===== src/rtl/fft_pkg.sv =====
// Shared definitions for the FIFO slice: default word width, legal depth
// range, a constant-foldable clog2 and the per-cycle operation encoding.
package fft_pkg;

  localparam int FIFO_WIDTH_DEF = 17;
  localparam int FIFO_DEPTH_MIN = 1;
  localparam int FIFO_DEPTH_MAX = 1024;

  // What the storage does on a given edge once acceptance rules are applied.
  typedef enum logic [1:0] {
    OP_IDLE = 2'b00,
    OP_WR   = 2'b01,
    OP_RD   = 2'b10,
    OP_RW   = 2'b11
  } fifo_op_e;

  // Ceiling log2; clog2(1) = 0. Written as a bounded loop so it folds at
  // elaboration for parameter arithmetic.
  function automatic int clog2(input int v);
    int r;
    r = 0;
    for (int i = 0; i < 31; i++) begin
      if ((1 << i) < v) r = i + 1;
    end
    return r;
  endfunction

  // Collapse accepted write/read strobes into one operation code.
  function automatic fifo_op_e fifo_op(input logic wr, input logic rd);
    fifo_op_e op;
    case ({rd, wr})
      2'b01:   op = OP_WR;
      2'b10:   op = OP_RD;
      2'b11:   op = OP_RW;
      default: op = OP_IDLE;
    endcase
    return op;
  endfunction

endpackage


===== src/rtl/fifo_ptr.sv =====
// Modulo-DEPTH pointer: advances on inc, wraps DEPTH-1 -> 0, synchronous
// clear has priority over inc, asynchronous active-low reset to zero.
module fifo_ptr
  import fft_pkg::*;
#(
  parameter int DEPTH = 32,
  parameter int AW    = 5
)(
  input  logic          clk,
  input  logic          rst_n,
  input  logic          clr,
  input  logic          inc,
  output logic [AW-1:0] ptr
);

  logic [AW-1:0] ptr_q;
  logic [AW-1:0] ptr_d;

  // Next pointer: flush to zero, else step with wrap at the last slot.
  always_comb begin
    ptr_d = ptr_q;
    if (clr) begin
      ptr_d = '0;
    end else if (inc) begin
      if (ptr_q == AW'(DEPTH - 1)) ptr_d = '0;
      else                         ptr_d = ptr_q + AW'(1);
    end
  end

  // Pointer register.
  always_ff @(posedge clk or negedge rst_n) begin
    if (!rst_n) ptr_q <= '0;
    else        ptr_q <= ptr_d;
  end

  assign ptr = ptr_q;

endmodule


===== src/rtl/fifo_n.sv =====
// Synchronous FIFO with show-ahead read port, flip-flop storage cleared by
// reset, arbitrary depth 1..1024, and sticky overflow/underflow flags.
module fifo_n
  import fft_pkg::*;
#(
  parameter  int WIDTH = FIFO_WIDTH_DEF,
  parameter  int DEPTH = 32,
  localparam int AW    = (clog2(DEPTH) > 1) ? clog2(DEPTH) : 1,
  localparam int CW    = clog2(DEPTH + 1)
)(
  input  logic             clk,
  input  logic             rst_n,
  input  logic             clr,
  input  logic             w_en,
  input  logic             r_en,
  input  logic [WIDTH-1:0] data_in,
  output logic [WIDTH-1:0] data_out,
  output logic             full,
  output logic             empty,
  output logic [CW-1:0]    count,
  output logic             ovf,
  output logic             udf
);

  if (DEPTH < FIFO_DEPTH_MIN || DEPTH > FIFO_DEPTH_MAX) begin : g_depth_chk
    $error("fifo_n: DEPTH outside legal range");
  end

  logic [WIDTH-1:0] mem_q [DEPTH];
  logic [CW-1:0]    count_q, count_d;
  logic             ovf_q, ovf_d;
  logic             udf_q, udf_d;
  logic [AW-1:0]    wr_ptr, rd_ptr;
  logic [WIDTH-1:0] head;
  logic             full_w, empty_w;
  logic             wr_acc, rd_acc, wr_fire;
  fifo_op_e         op;

  // Flags come from the registered count only, so they never depend
  // combinationally on this cycle's requests.
  assign full_w  = (count_q == CW'(DEPTH));
  assign empty_w = (count_q == '0);

  // A full FIFO still takes a write when the same cycle pops the head,
  // because the popped slot is the one being refilled.
  assign wr_acc  = w_en & (~full_w | r_en);
  assign rd_acc  = r_en & ~empty_w;
  assign wr_fire = wr_acc & ~clr;

  fifo_ptr #(.DEPTH(DEPTH), .AW(AW)) u_wr_ptr (
    .clk   (clk),
    .rst_n (rst_n),
    .clr   (clr),
    .inc   (wr_acc),
    .ptr   (wr_ptr)
  );

  fifo_ptr #(.DEPTH(DEPTH), .AW(AW)) u_rd_ptr (
    .clk   (clk),
    .rst_n (rst_n),
    .clr   (clr),
    .inc   (rd_acc),
    .ptr   (rd_ptr)
  );

  // Storage: every word is a flop so reset can wipe stale data; only the
  // slot under the write pointer loads.
  always_ff @(posedge clk or negedge rst_n) begin
    if (!rst_n) begin
      for (int i = 0; i < DEPTH; i++) mem_q[i] <= '0;
    end else begin
      for (int i = 0; i < DEPTH; i++) begin
        if (wr_fire && (wr_ptr == AW'(i))) mem_q[i] <= data_in;
      end
    end
  end

  // Head-of-queue mux; compared slot by slot so non-power-of-2 depths never
  // index past the array.
  always_comb begin
    head = '0;
    for (int i = 0; i < DEPTH; i++) begin
      if (rd_ptr == AW'(i)) head = mem_q[i];
    end
  end

  // Occupancy and sticky error flags; flush clears them and ignores requests.
  always_comb begin
    op      = fifo_op(wr_acc, rd_acc);
    count_d = count_q;
    ovf_d   = ovf_q | (w_en & full_w & ~r_en);
    udf_d   = udf_q | (r_en & empty_w);
    if (clr) begin
      count_d = '0;
      ovf_d   = 1'b0;
      udf_d   = 1'b0;
    end else begin
      case (op)
        OP_WR:   count_d = count_q + CW'(1);
        OP_RD:   count_d = count_q - CW'(1);
        default: count_d = count_q;
      endcase
    end
  end

  // Control registers.
  always_ff @(posedge clk or negedge rst_n) begin
    if (!rst_n) begin
      count_q <= '0;
      ovf_q   <= 1'b0;
      udf_q   <= 1'b0;
    end else begin
      count_q <= count_d;
      ovf_q   <= ovf_d;
      udf_q   <= udf_d;
    end
  end

  assign data_out = rd_acc ? head : '0;
  assign full     = full_w;
  assign empty    = empty_w;
  assign count    = count_q;
  assign ovf      = ovf_q;
  assign udf      = udf_q;

endmodule


===== config.mk =====
export PLATFORM = sky130hd
export DESIGN_NAME = fifo_n
export DESIGN_NICKNAME = d
export VERILOG_FILES = /design/src/rtl/fft_pkg.sv /design/src/rtl/fifo_ptr.sv /design/src/rtl/fifo_n.sv
export SDC_FILE = /design/constraint.sdc
export NUM_CORES = 1
export LEC_CHECK = 0
export CAP_MARGIN = 10
export CORE_AREA = 8 8 254 256
export DETAILED_ROUTE_END_ITERATION = 8
export DIE_AREA = 0 0 262 264
export PLACE_DENSITY = 0.7
export SKIP_CTS_REPAIR_TIMING = 1
export SYNTH_ARGS = -nofsm -noshare
export SYNTH_HDL_FRONTEND = slang
export SYNTH_HIERARCHICAL = 1
export SYNTH_SLANG_ARGS = --single-unit

===== constraint.sdc =====
create_clock -name clk -period 7.3 [get_ports clk]
set_input_delay 2.19 -clock clk [delete_from_list [all_inputs] [get_ports clk]]
set_output_delay 2.19 -clock clk [all_outputs]
set_load 0.1 [all_outputs]

==> results of run 1 <==
## worst max-delay path: stages (launching register included)
cell and delay (ps):
dfrtp_1 730, or3b_2 770, nor2_1 960, a22oi_1 260, nand4_1 250, nor4_1 100, o31ai_1 570, buf_12 250
## metal layers
metal / track usage / wire length (um) / vias up
met1: 0.318 / 34400 / 10280
met5: 0 / 11 / -
met4: 0.137 / 4830 / 2
li1: - / - / 8168
met3: 0.0510 / 7010 / 291
met2: 0.395 / 40400 / 982
## synthesized netlist by cell type (all sizes together) (9+ instances only)
cell type / number
a22o: 13
buf: 54
a211oi: 10
and3: 14
mux2: 558
nand4: 13
nor2: 113
nand2: 87
o211ai: 10
a21o: 9
a21oi: 103
o21ai: 82
dfrtp: 562
clkbuf: 130
nand2b: 11
o221ai: 9
a22oi: 57
a221oi: 18
nor2b: 23
mux4: 10
nor3: 32
inv: 13
o22ai: 14
a31oi: 9
nand3: 31
mux2i: 48
a2bb2oi: 10
o2111ai: 9
## power groups by stage
| stage | Sequential [mW] | Clock (mW) | Combinational, mW |
|---|---|---|---|
| after floorplan | 3.56 | 0 | 1.49 |
| after global placement | 3.53 | 0 | 2.52 |
| after detailed placement | 3.55 | 0 | 2.54 |
| after CTS | 3.49 | 3.12 | 2.55 |
| after global routing | 3.52 | 3.24 | 2.70 |
| final | 3.50 | 3.10 | 2.59 |
## layout make-up
class,count,share of cell area
Multi-Input combinational cell,1443,0.394
Clock buffer,93,0.0605
Tap cell,790,0.0322
Clock inverter,13,0.00477
Timing Repair Buffer,152,0.0480
Inverter,14,0.00171
Sequential cell,562,0.459
## kinds of logic (layout without fill, tap and decap cells)
group,count (synthesis),count (layout)
muxes,616,616
buffers and inverters,198,272
DFF,562,562
AOI/OAI and AO/OA,426,426
adders and majority gates,9,9
xor gates and xnor gates,7,7
and+or+nand+nor,385,385
## registers in the layout, indices dropped and copies added, names as in the netlist
| signal | flops |
|---|---|
| mem_q | 544 |
| udf | 1 |
| u_wr_ptr/ptr | 5 |
| ovf | 1 |
| count | 6 |
| u_rd_ptr/ptr | 5 |
## stage by stage
step	power (mW)	instances
3_3_place_gp	6.05	2959
3_5_place_dp	6.09	2959
4_1_cts	9.16	3065
5_1_grt	9.47	3067
6_report	9.19	3067
2_1_floorplan	5.04	2203
## worst max-delay path by stage
stage | from | endpoint | slack, ps
final | u_rd_ptr/ptr[4]$_DFFE_PN0P_ | data_out[14] | 580
after global routing | u_rd_ptr/ptr[4]$_DFFE_PN0P_ | data_out[14] | 630
after CTS | u_rd_ptr/ptr[4]$_DFFE_PN0P_ | data_out[14] | 700
after detailed placement | r_en | data_out[14] | 870
after global placement | r_en | data_out[14] | 830
after floorplan | r_en | data_out[14] | 160
==> summary.md, run 1 <==
| Metric | Value |
|---|---|
| Status | complete, no violations |
| Max-cap violations | 0 |
| Worst setup EP type | primary output |
| Mean Syn Cell Area | approximately 12 um^2 |
| Post-synth top area share | 0.523 |
| Syn nets | 2234 |
| Worst Path Arrival | 4530 ps |
| Num rows | 91 |
| Final Setup Violations | 0 |
| Clock power frac | 0.337 |
| Most common cell after layout, fill and taps aside | dfrtp_1 |
| Final Slew Violations | 0 |
| Post-synth EDFFs | 0 |
| Io pins | just under 50 |
| Share of layout cells above drive strength 1 | 0.361 |
| DR vias | 19723 |
| Async set-reset flop share out of synthesis | 1.00 |
| Routed WL per cell | 28.3 um |
| Die width | ~260 um |
| Post-synthesis sequential area ratio | 0.523 |
| Starting Density | 0.442 |
| R2R Path End | count[4]$_DFFE_PN0P_ |
| Primary FF master, synth | dfrtp_1 |
| Grt total ovfl | 0 |
| Hpwl dp | 56700 um |
| Post-Route WL | roughly 87000 um |
| Synth Register Bits | 562 |
| Global-route wire length before repair | around 130000 um |
| Die height | around 260 um |
| CP Class | reg2out |
| Pre-antenna DRT Iters | 8 |
| Fmax | approximately 150 MHz |
| Register area | 0.0141 mm^2 |
| Clk_lat worst skew | 630 ps |
| Area share of xor/xnor cells in the synthesized design | 0.00228 |
| Pre-CTS setup slack | 865 ps |
| Initial antenna violation count | 1 |
| Clock Skew | 14.0 ps |
| P&R area growth vs syn | 14.1% |
| Worst r2r src | count[0]$_DFFE_PN0P_ |
| Finished Cell Area | 0.0307 mm^2 |
| CTS root buf | clkbuf_16 |
| Residual DRC | 0 |
| Cell Area, Placed | 0.0286 mm^2 |
| Core footprint | roughly 0.061 mm^2 |
| Reg-to-reg slack, setup | 3750 ps |
| Post-layout util | 0.505 |
| Switching power | 3.20 mW |
| Nets@finish | 2262 |
| Fin. Hold Viols | 0 |
| Most frequent cells in the layout | 559 x dfrtp_1, 548 x mux2_2, 103 x a21oi_1 |
| Clock Tree Buf Depth | 3 |
| Area of the multi-input gates | 0.0121 mm^2 |
| Combinational share of power | 0.282 |
| CTS tree | yes |
| Max_slew headroom | 0.0914 |
| Antenna Nets Post-Route | 0 |
| Worst Setup Start Kind | flop |
| RePlAce Congestion | 0.909 |
| Synth warn | 6 |
| Internal | between 5 and 6 mW |
| Antenna cell count | 0 |
| Hold Path Stages | 1 |
| Area fraction in compound gates after synthesis | 0.107 |
| Total negative setup slack | 0 ps |
| Tcrit/Tclk final | 0.921 |
| CTS Buf Count | 58 |
| Routed vias/inst | 6.43 |
| Worst-path maximum fanout | 23 |
| GRT Util Overall | 0.249 |
| P_leak | between 10 and 15 nW |
| Post-Synth Adder-Cell Area | 0.00447 |
| Post-Synth Simple-Gate Area | 0.0730 |
| Main combinational cell family by area after synthesis | multiplexers |
| Min Tclk post-route | 6720 ps |
| Power Dens Cells | between 200 and 300 mW/mm^2 |
| Synthesized area | roughly 0.027 mm^2 |
| Fill count | 5265 |
| Worst Path Required | 5110 ps |
| Top post-synthesis cells by area | dfrtp_1 52%, mux2_2 23%, a21oi_1 1.9%, clkbuf_1 1.8%, mux2i_1 1.8% |
| Setup WS post-layout | ~580 ps |
| Sw frac | 0.348 |
| Hold Slack | 493 ps |
| Die ar. | 0.0692 mm^2 |
| Measured slew at the worst slew-check pin | about 1400 ps |
| Hold wc startpoint | mem_q[346]$_DFFE_PN0P_ |
| Hold endpoint | mem_q[346]$_DFFE_PN0P_ |
| Syn Inst Count | 2203 |
| Seq pwr share | 0.381 |
| Hold crit path type | reg2reg |
| Mux share of post-synthesis cell area | 0.260 |
| Cells on worst reg2reg path | 11 |
| VDD IR-drop max | 0.177 mV |
| Total clock sinks | 562 |
| 1st-iter DRT viols | 2100 |
| RSZ-0062 raised after global routing | no |
| Worst-path clk slew | 60 ps |
| Largest net degree at the start of global routing | about 140 |
| Vias in the first global route | 20534 |
| Cell taking the most area after synthesis | dfrtp_1 |
| H-tree depth | 2 |
| Post-synthesis cell type count | 78 |
| Port bufs | 48 |
Power figures use the tool's default switching activity.
==> run 2: changes to the inputs <==
CORE_AREA = 8 8 258 260   (was 8 8 254 256)
DIE_AREA = 0 0 266 268   (was 0 0 262 264)
SYNTH_HIERARCHICAL = unset   (was 1)
==> run 2 against run 1 <==
Fmax fell by 3.8%. Largest power group unchanged. Critical path type unchanged. Largest cell class unchanged. Non-clock buffer count down 22. Final cell count grew 5.9%. Register-to-register slack lost 570 ps. Sequential power rose by 3%. Critical path depth increased by 4. Synthesized area is 3.3% higher.
==> summary.md, run 2 <==
| Metric | Value |
|---|---|
| Worst setup EP type | primary output |
| Status | complete, no violations |
| Clk_lat worst skew | about 650 ps |
| Final Slew Violations | 0 |
| Starting Density | 0.445 |
| VDD IR-drop max | 0.527 mV |
| Fill count | between 5000 and 6000 |
| Max-cap violations | 0 |
| Hold Path Stages | 1 |
| Clock Skew | 23.8 ps |
| Antenna Nets Post-Route | 0 |
| Largest net degree at the start of global routing | about 180 |
| Main combinational cell family by area after synthesis | multiplexers |
| Worst-path clk slew | 60 ps |
| P&R area growth vs syn | 12.9% |
| Port bufs | 48 |
| Number of flip-flops in the largest register | approximately 540 |
| Antenna cell count | 0 |
| Power Dens Cells | 312 mW/mm^2 |
| Area fraction in compound gates after synthesis | 0.128 |
| Hold wc startpoint | mem_q[536]$_DFFE_PN0P_ |
| Most flops, register | mem_q |
| Post-Synth Simple-Gate Area | 0.0991 |
| Hold endpoint | mem_q[536]$_DFFE_PN0P_ |
| R2R Path End | count[5]$_DFFE_PN0P_ |
| Synth Register Bits | 562 |
| Reg-to-reg slack, setup | 3180 ps |
| Mean Syn Cell Area | around 12 um^2 |
| CTS tree | yes |
| Min Tclk post-route | 6990 ps |
| Worst Setup Start Kind | flop |
| RSZ-0062 raised after global routing | no |
| Worst-path maximum fanout | 20 |
| Total clock sinks | 562 |
| CP Class | reg2out |
| DR vias | 21018 |
| Mux share of post-synthesis cell area | 0.219 |
| Vias in the first global route | 21737 |
| Setup WS post-layout | 311 ps |
| Async set-reset flop share out of synthesis | 1.00 |
| Grt total ovfl | 0 |
| Area share of xor/xnor cells in the synthesized design | 0.00158 |
| 1st-iter DRT viols | between 2000 and 2500 |
| Share of layout cells above drive strength 1 | 0.273 |
| Fmax | 143 MHz |
| Tcrit/Tclk final | 0.957 |
| CTS Buf Count | 60 |
| Synth warn | 0 |
| Pre-antenna DRT Iters | 6 |
| Post-synth top area share | 0.506 |
| Die height | 268 um |
| Io pins | roughly 50 |
| Max_slew headroom | 0.151 |
| CTS root buf | clkbuf_16 |
| Most frequent cells in the layout | 559 x dfrtp_1, 378 x mux2_2, 160 x mux2_1 |
| P_leak | 15.0 nW |
| Hpwl dp | 58300 um |
| H-tree depth | 2 |
| Post-synthesis cell type count | just under 90 |
| Post-synthesis sequential area ratio | 0.506 |
| Nets@finish | 2398 |
| Post-Route WL | 86400 um |
| Top cells by count, synth | 562 x dfrtp_1, 378 x mux2_2, 160 x mux2_1 |
| Routed WL per cell | 26.6 um |
| Global-route wire length before repair | ~130000 um |
| Initial antenna violation count | 1 |
| Primary FF master, synth | dfrtp_1 |
| Hold Slack | 485 ps |
| Finished Cell Area | 0.0314 mm^2 |
| Worst Path Required | 5110 ps |
| Count leader, synth | dfrtp_1 |
| Fin. Hold Viols | 0 |
| Cell Area, Placed | 0.0293 mm^2 |
| Die width | about 270 um |
| Post-synth EDFFs | 0 |
| GRT Util Overall | 0.240 |
| Syn Inst Count | roughly 2400 |
| Final Setup Violations | 0 |
| Worst r2r src | count[2]$_DFFE_PN0P_ |
| Die ar. | between 0.07 and 0.08 mm^2 |
| Routed vias/inst | 6.47 |
| Cells on worst reg2reg path | 13 |
| Measured slew at the worst slew-check pin | 1270 ps |
| Most common cell after layout, fill and taps aside | dfrtp_1 |
| Post-Synth Adder-Cell Area | 0.00792 |
| Cell taking the most area after synthesis | dfrtp_1 |
| Worst Path Arrival | 4800 ps |
| Hold crit path type | reg2reg |
| Pre-CTS setup slack | 403 ps |
| Top post-synthesis cells by area | dfrtp_1 51%, mux2_2 15%, mux2_1 6.5%, a21oi_1 2.3%, nor2_1 1.9% |
| Core footprint | 0.0624 mm^2 |
| RePlAce Congestion | 0.939 |
| Clock Tree Buf Depth | 3 |
| Total negative setup slack | 0 ps |
| Synthesized area | 0.0278 mm^2 |
| Num rows | 92 |
| Residual DRC | 0 |
| Total power | 9.78 mW |
| Syn nets | 2403 |
==> run 2: cell types whose count changed in the layout (fill, tap and decap cells not counted), sizes merged, moves of 14 or more <==
cell / delta
a21oi: +23
a221oi: +28
a22oi: -37
buf: -22
inv: +16
mux2: -20
mux2i: -44
nand2: +45
nor2: +36
nor3: +14
o22ai: +55
==> run 2: worst max-delay path by stage <==
stage / from / endpoint / slack [ps] / cells past startpoint
final: u_rd_ptr.ptr[1]$_DFFE_PN0P_ / data_out[14] / 310 / 11
after CTS: r_en / data_out[11] / 390 / 6
after detailed placement: r_en / data_out[11] / 400 / 6
after global placement: r_en / data_out[11] / 430 / 6
after global routing: u_rd_ptr.ptr[1]$_DFFE_PN0P_ / data_out[14] / 160 / 11
after floorplan: r_en / data_out[11] / 410 / 4
==> run 2: power breakdown <==
group          switching [mW]  leakage (nW)  internal [mW]  total, mW
clock                    1.29          1.04           1.99       3.27
combinational            1.94          6.26          0.979       2.91
sequential              0.203          7.67           3.39       3.59
==> run 2: kinds of logic (layout without fill, tap and decap cells) <==
group / after synthesis / in the layout
buffers and inverters: 226 / 265
muxes: 542 / 542
and+or+nand+nor: 493 / 493
DFF: 562 / 562
AOI/OAI and AO/OA: 519 / 519
xor gates and xnor gates: 5 / 5
adders and majority gates: 17 / 17
==> run 2: stage by stage <==
step	std cells	util
2_1_floorplan	2364	-
3_3_place_gp	3143	0.469
3_5_place_dp	3143	0.469
4_1_cts	3249	0.503
5_1_grt	3249	0.503
6_report	3249	0.503
==> run 2: layout make-up <==
class / instances / area [um^2] / share of cell area
flip-flops and latches: 562 / 14100 / 0.448
well taps: 846 / 1060 / 0.0337
inverters: 29 / 109 / 0.00347
clock inverters: 21 / 347 / 0.0110
clock buffers: 85 / 1770 / 0.0563
repair buffers: 130 / 1330 / 0.0423
multi-input cells: 1576 / 12700 / 0.405
==> run 2: layer usage <==
metal / vias to the layer above / GRT usage / wire length, um
met4: 2 / 0.0988 / 3550
met1: 10894 / 0.332 / 36300
met2: 1131 / 0.361 / 37900
met5: - / 0 / 16
li1: 8761 / - / -
met3: 230 / 0.0560 / 8560
==> run 2: worst max-delay path: stages (launching register included) <==
cell	delay, ps
dfrtp_1	430
inv_1	120
ha_2	590
nor2b_1	570
nand2_1	540
buf_4	330
o22ai_1	210
o311ai_0	170
a211oi_1	500
o211ai_1	280
o2bb2ai_1	220
buf_12	190
==> run 3: changes to the inputs <==
CORE_AREA = 8 8 225 227   (was 8 8 258 260)
DIE_AREA = 0 0 233 235   (was 0 0 266 268)
PLACE_DENSITY = 0.86   (was 0.7)
==> run 3 against run 2 <==
Register-to-register slack better by 170 ps. Fmax fell by 0.86%. Count of clock-buffer cells in the layout down 1. Highest routed layer is now met4.
==> summary.md, run 3 (synthesis gave the netlist of run 2 again) <==
| Metric | Value |
|---|---|
| Status | complete, no violations |
| Routed vias/inst | 7.13 |
| Crit-path leading delay family | compound AO/OA/AOI/OAI gates |
| Max-cap violations | 0 |
| Number of flip-flops in the largest register | 544 |
| Residual DRC | 0 |
| Total negative setup slack | 0 ps |
| Worst r2r src | count[2]$_DFFE_PN0P_ |
| Worst Path Required | 5110 ps |
| Die height | 235 um |
| Reg-to-reg slack, setup | between 3000 and 4000 ps |
| Starting Density | 0.589 |
| Min Tclk post-route | between 7000 and 8000 ps |
| Hold wc startpoint | mem_q[489]$_DFFE_PN0P_ |
| Largest net degree at the start of global routing | 166 |
| Clock Skew | 7.91 ps |
| Finished Cell Area | between 0.03 and 0.04 mm^2 |
| Fin. Hold Viols | 0 |
| VDD IR-drop max | 0.433 mV |
| Slowest stage cell, crit path | ha_2 |
| Fmax | 142 MHz |
| Worst Setup Start Kind | flop |
| Final Slew Violations | 0 |
| Seq pwr share | 0.380 |
| Post-layout util | 0.654 |
| P_leak | around 15 nW |
| Internal | 6.10 mW |
| Combinational share of power | 0.296 |
| Hold Slack | ~490 ps |
| GRT Util Overall | 0.303 |
| Vias in the first global route | 22174 |
| Crit-path cells | inv_1 > ha_2 > nand4bb_1 > nand2_1 > o22ai_1 > a221oi_1 > a211oi_1 > o211ai_1 > o2bb2ai_1 > buf_12 |
| Switching power | 3.33 mW |
| Nets@finish | roughly 2400 |
| CP Class | reg2out |
| Max_slew headroom | 0.139 |
| Cells on worst reg2reg path | 13 |
| CTS root buf | clkbuf_16 |
| Hpwl dp | 55200 um |
| Register area | 0.0141 mm^2 |
| Measured slew at the worst slew-check pin | 1290 ps |
| Share of layout cells above drive strength 1 | 0.267 |
| Pre-antenna DRT Iters | 9 |
| H-tree depth | 2 |
| Initial antenna violation count | 0 |
| Worst Path Arrival | 4860 ps |
| DR vias | 21427 |
| Slowest stage delay, CP | 900 ps |
| Power Dens Cells | between 300 and 400 mW/mm^2 |
| Total power | roughly 9.4 mW |
| RePlAce Congestion | about 0.97 |
| Core footprint | 0.0471 mm^2 |
| Clock power frac | 0.324 |
| Routed WL per cell | approximately 28 um |
| Die ar. | 0.0548 mm^2 |
| Cell Area, Placed | 0.0288 mm^2 |
| Most flops, register | mem_q |
| Worst Path Buf+Inv | 2 |
| Tcrit/Tclk final | 0.966 |
| Antenna cell count | 0 |
| Hold Path Stages | 1 |
| P&R area growth vs syn | 10.9% |
| Final non-filler cell total | 3005 |
| R2R Path End | count[5]$_DFFE_PN0P_ |
| CTS Buf Count | 57 |
| Placed cell count | between 2000 and 3000 |
| Post-Route WL | between 80000 and 90000 um |
| Area of the multi-input gates | 0.0127 mm^2 |
| Die width | 233 um |
| RSZ-0062 raised after global routing | no |
| Most frequent cells in the layout | 559 x dfrtp_1, 378 x mux2_2, 160 x mux2_1 |
| Worst-path maximum fanout | 41 |
| Clk_lat worst skew | 630 ps |
| Worst setup EP type | primary output |
| Antenna Nets Post-Route | 0 |
| Clock Tree Buf Depth | 3 |
| 1st-iter DRT viols | between 3000 and 4000 |
| Most common cell after layout, fill and taps aside | dfrtp_1 |
| Io pins | 49 |
| CTS tree | yes |
| Total clock sinks | 562 |
| Worst-path clk slew | ~60 ps |
| Setup WS post-layout | 250 ps |
| Global-route wire length before repair | 130000 um |
| Num rows | 80 |
| Sw frac | 0.353 |
| Hold endpoint | mem_q[489]$_DFFE_PN0P_ |
| Hold crit path type | reg2reg |
| Grt total ovfl | 0 |
| Final Setup Violations | 0 |
| Pre-CTS setup slack | 502 ps |
| Fill count | ~3300 |
| Port bufs | 48 |
==> run 3: final cells by class <==
| cell class | count | area share |
|---|---|---|
| Sequential cell | 562 | 0.456 |
| Multi-Input combinational cell | 1576 | 0.412 |
| Clock buffer | 84 | 0.0541 |
| Timing Repair Buffer | 116 | 0.0397 |
| Clock inverter | 23 | 0.00901 |
| Tap cell | 615 | 0.0250 |
| Inverter | 29 | 0.00353 |
==> run 3: worst max path at each step <==
stage          cells after the start  slack [ps]                        start           end
2_1_floorplan                      4         410                         r_en  data_out[11]
3_3_place_gp                       6         490                         r_en  data_out[11]
3_5_place_dp                       6         500                         r_en  data_out[11]
4_1_cts                           10         400  u_rd_ptr.ptr[1]$_DFFE_PN0P_   data_out[6]
5_1_grt                           10         180  u_rd_ptr.ptr[1]$_DFFE_PN0P_   data_out[6]
6_report                          10         250  u_rd_ptr.ptr[1]$_DFFE_PN0P_   data_out[6]
==> run 3: power groups by stage <==
stage	clock, mW	combinational (mW)	sequential, mW
after floorplan	0	1.66	3.67
after global placement	0	2.65	3.60
after detailed placement	0	2.70	3.63
after CTS	3.06	2.73	3.58
after global routing	3.19	2.89	3.61
final	3.05	2.79	3.59
==> run 3: per-layer routing <==
layer  up-vias  global-route usage  share of wire
met1     10825               0.403           0.38
met5         -                   0              0
met2      1491               0.453           0.45
met3       374              0.0733           0.11
li1       8737                   -              -
met4         0               0.165          0.059
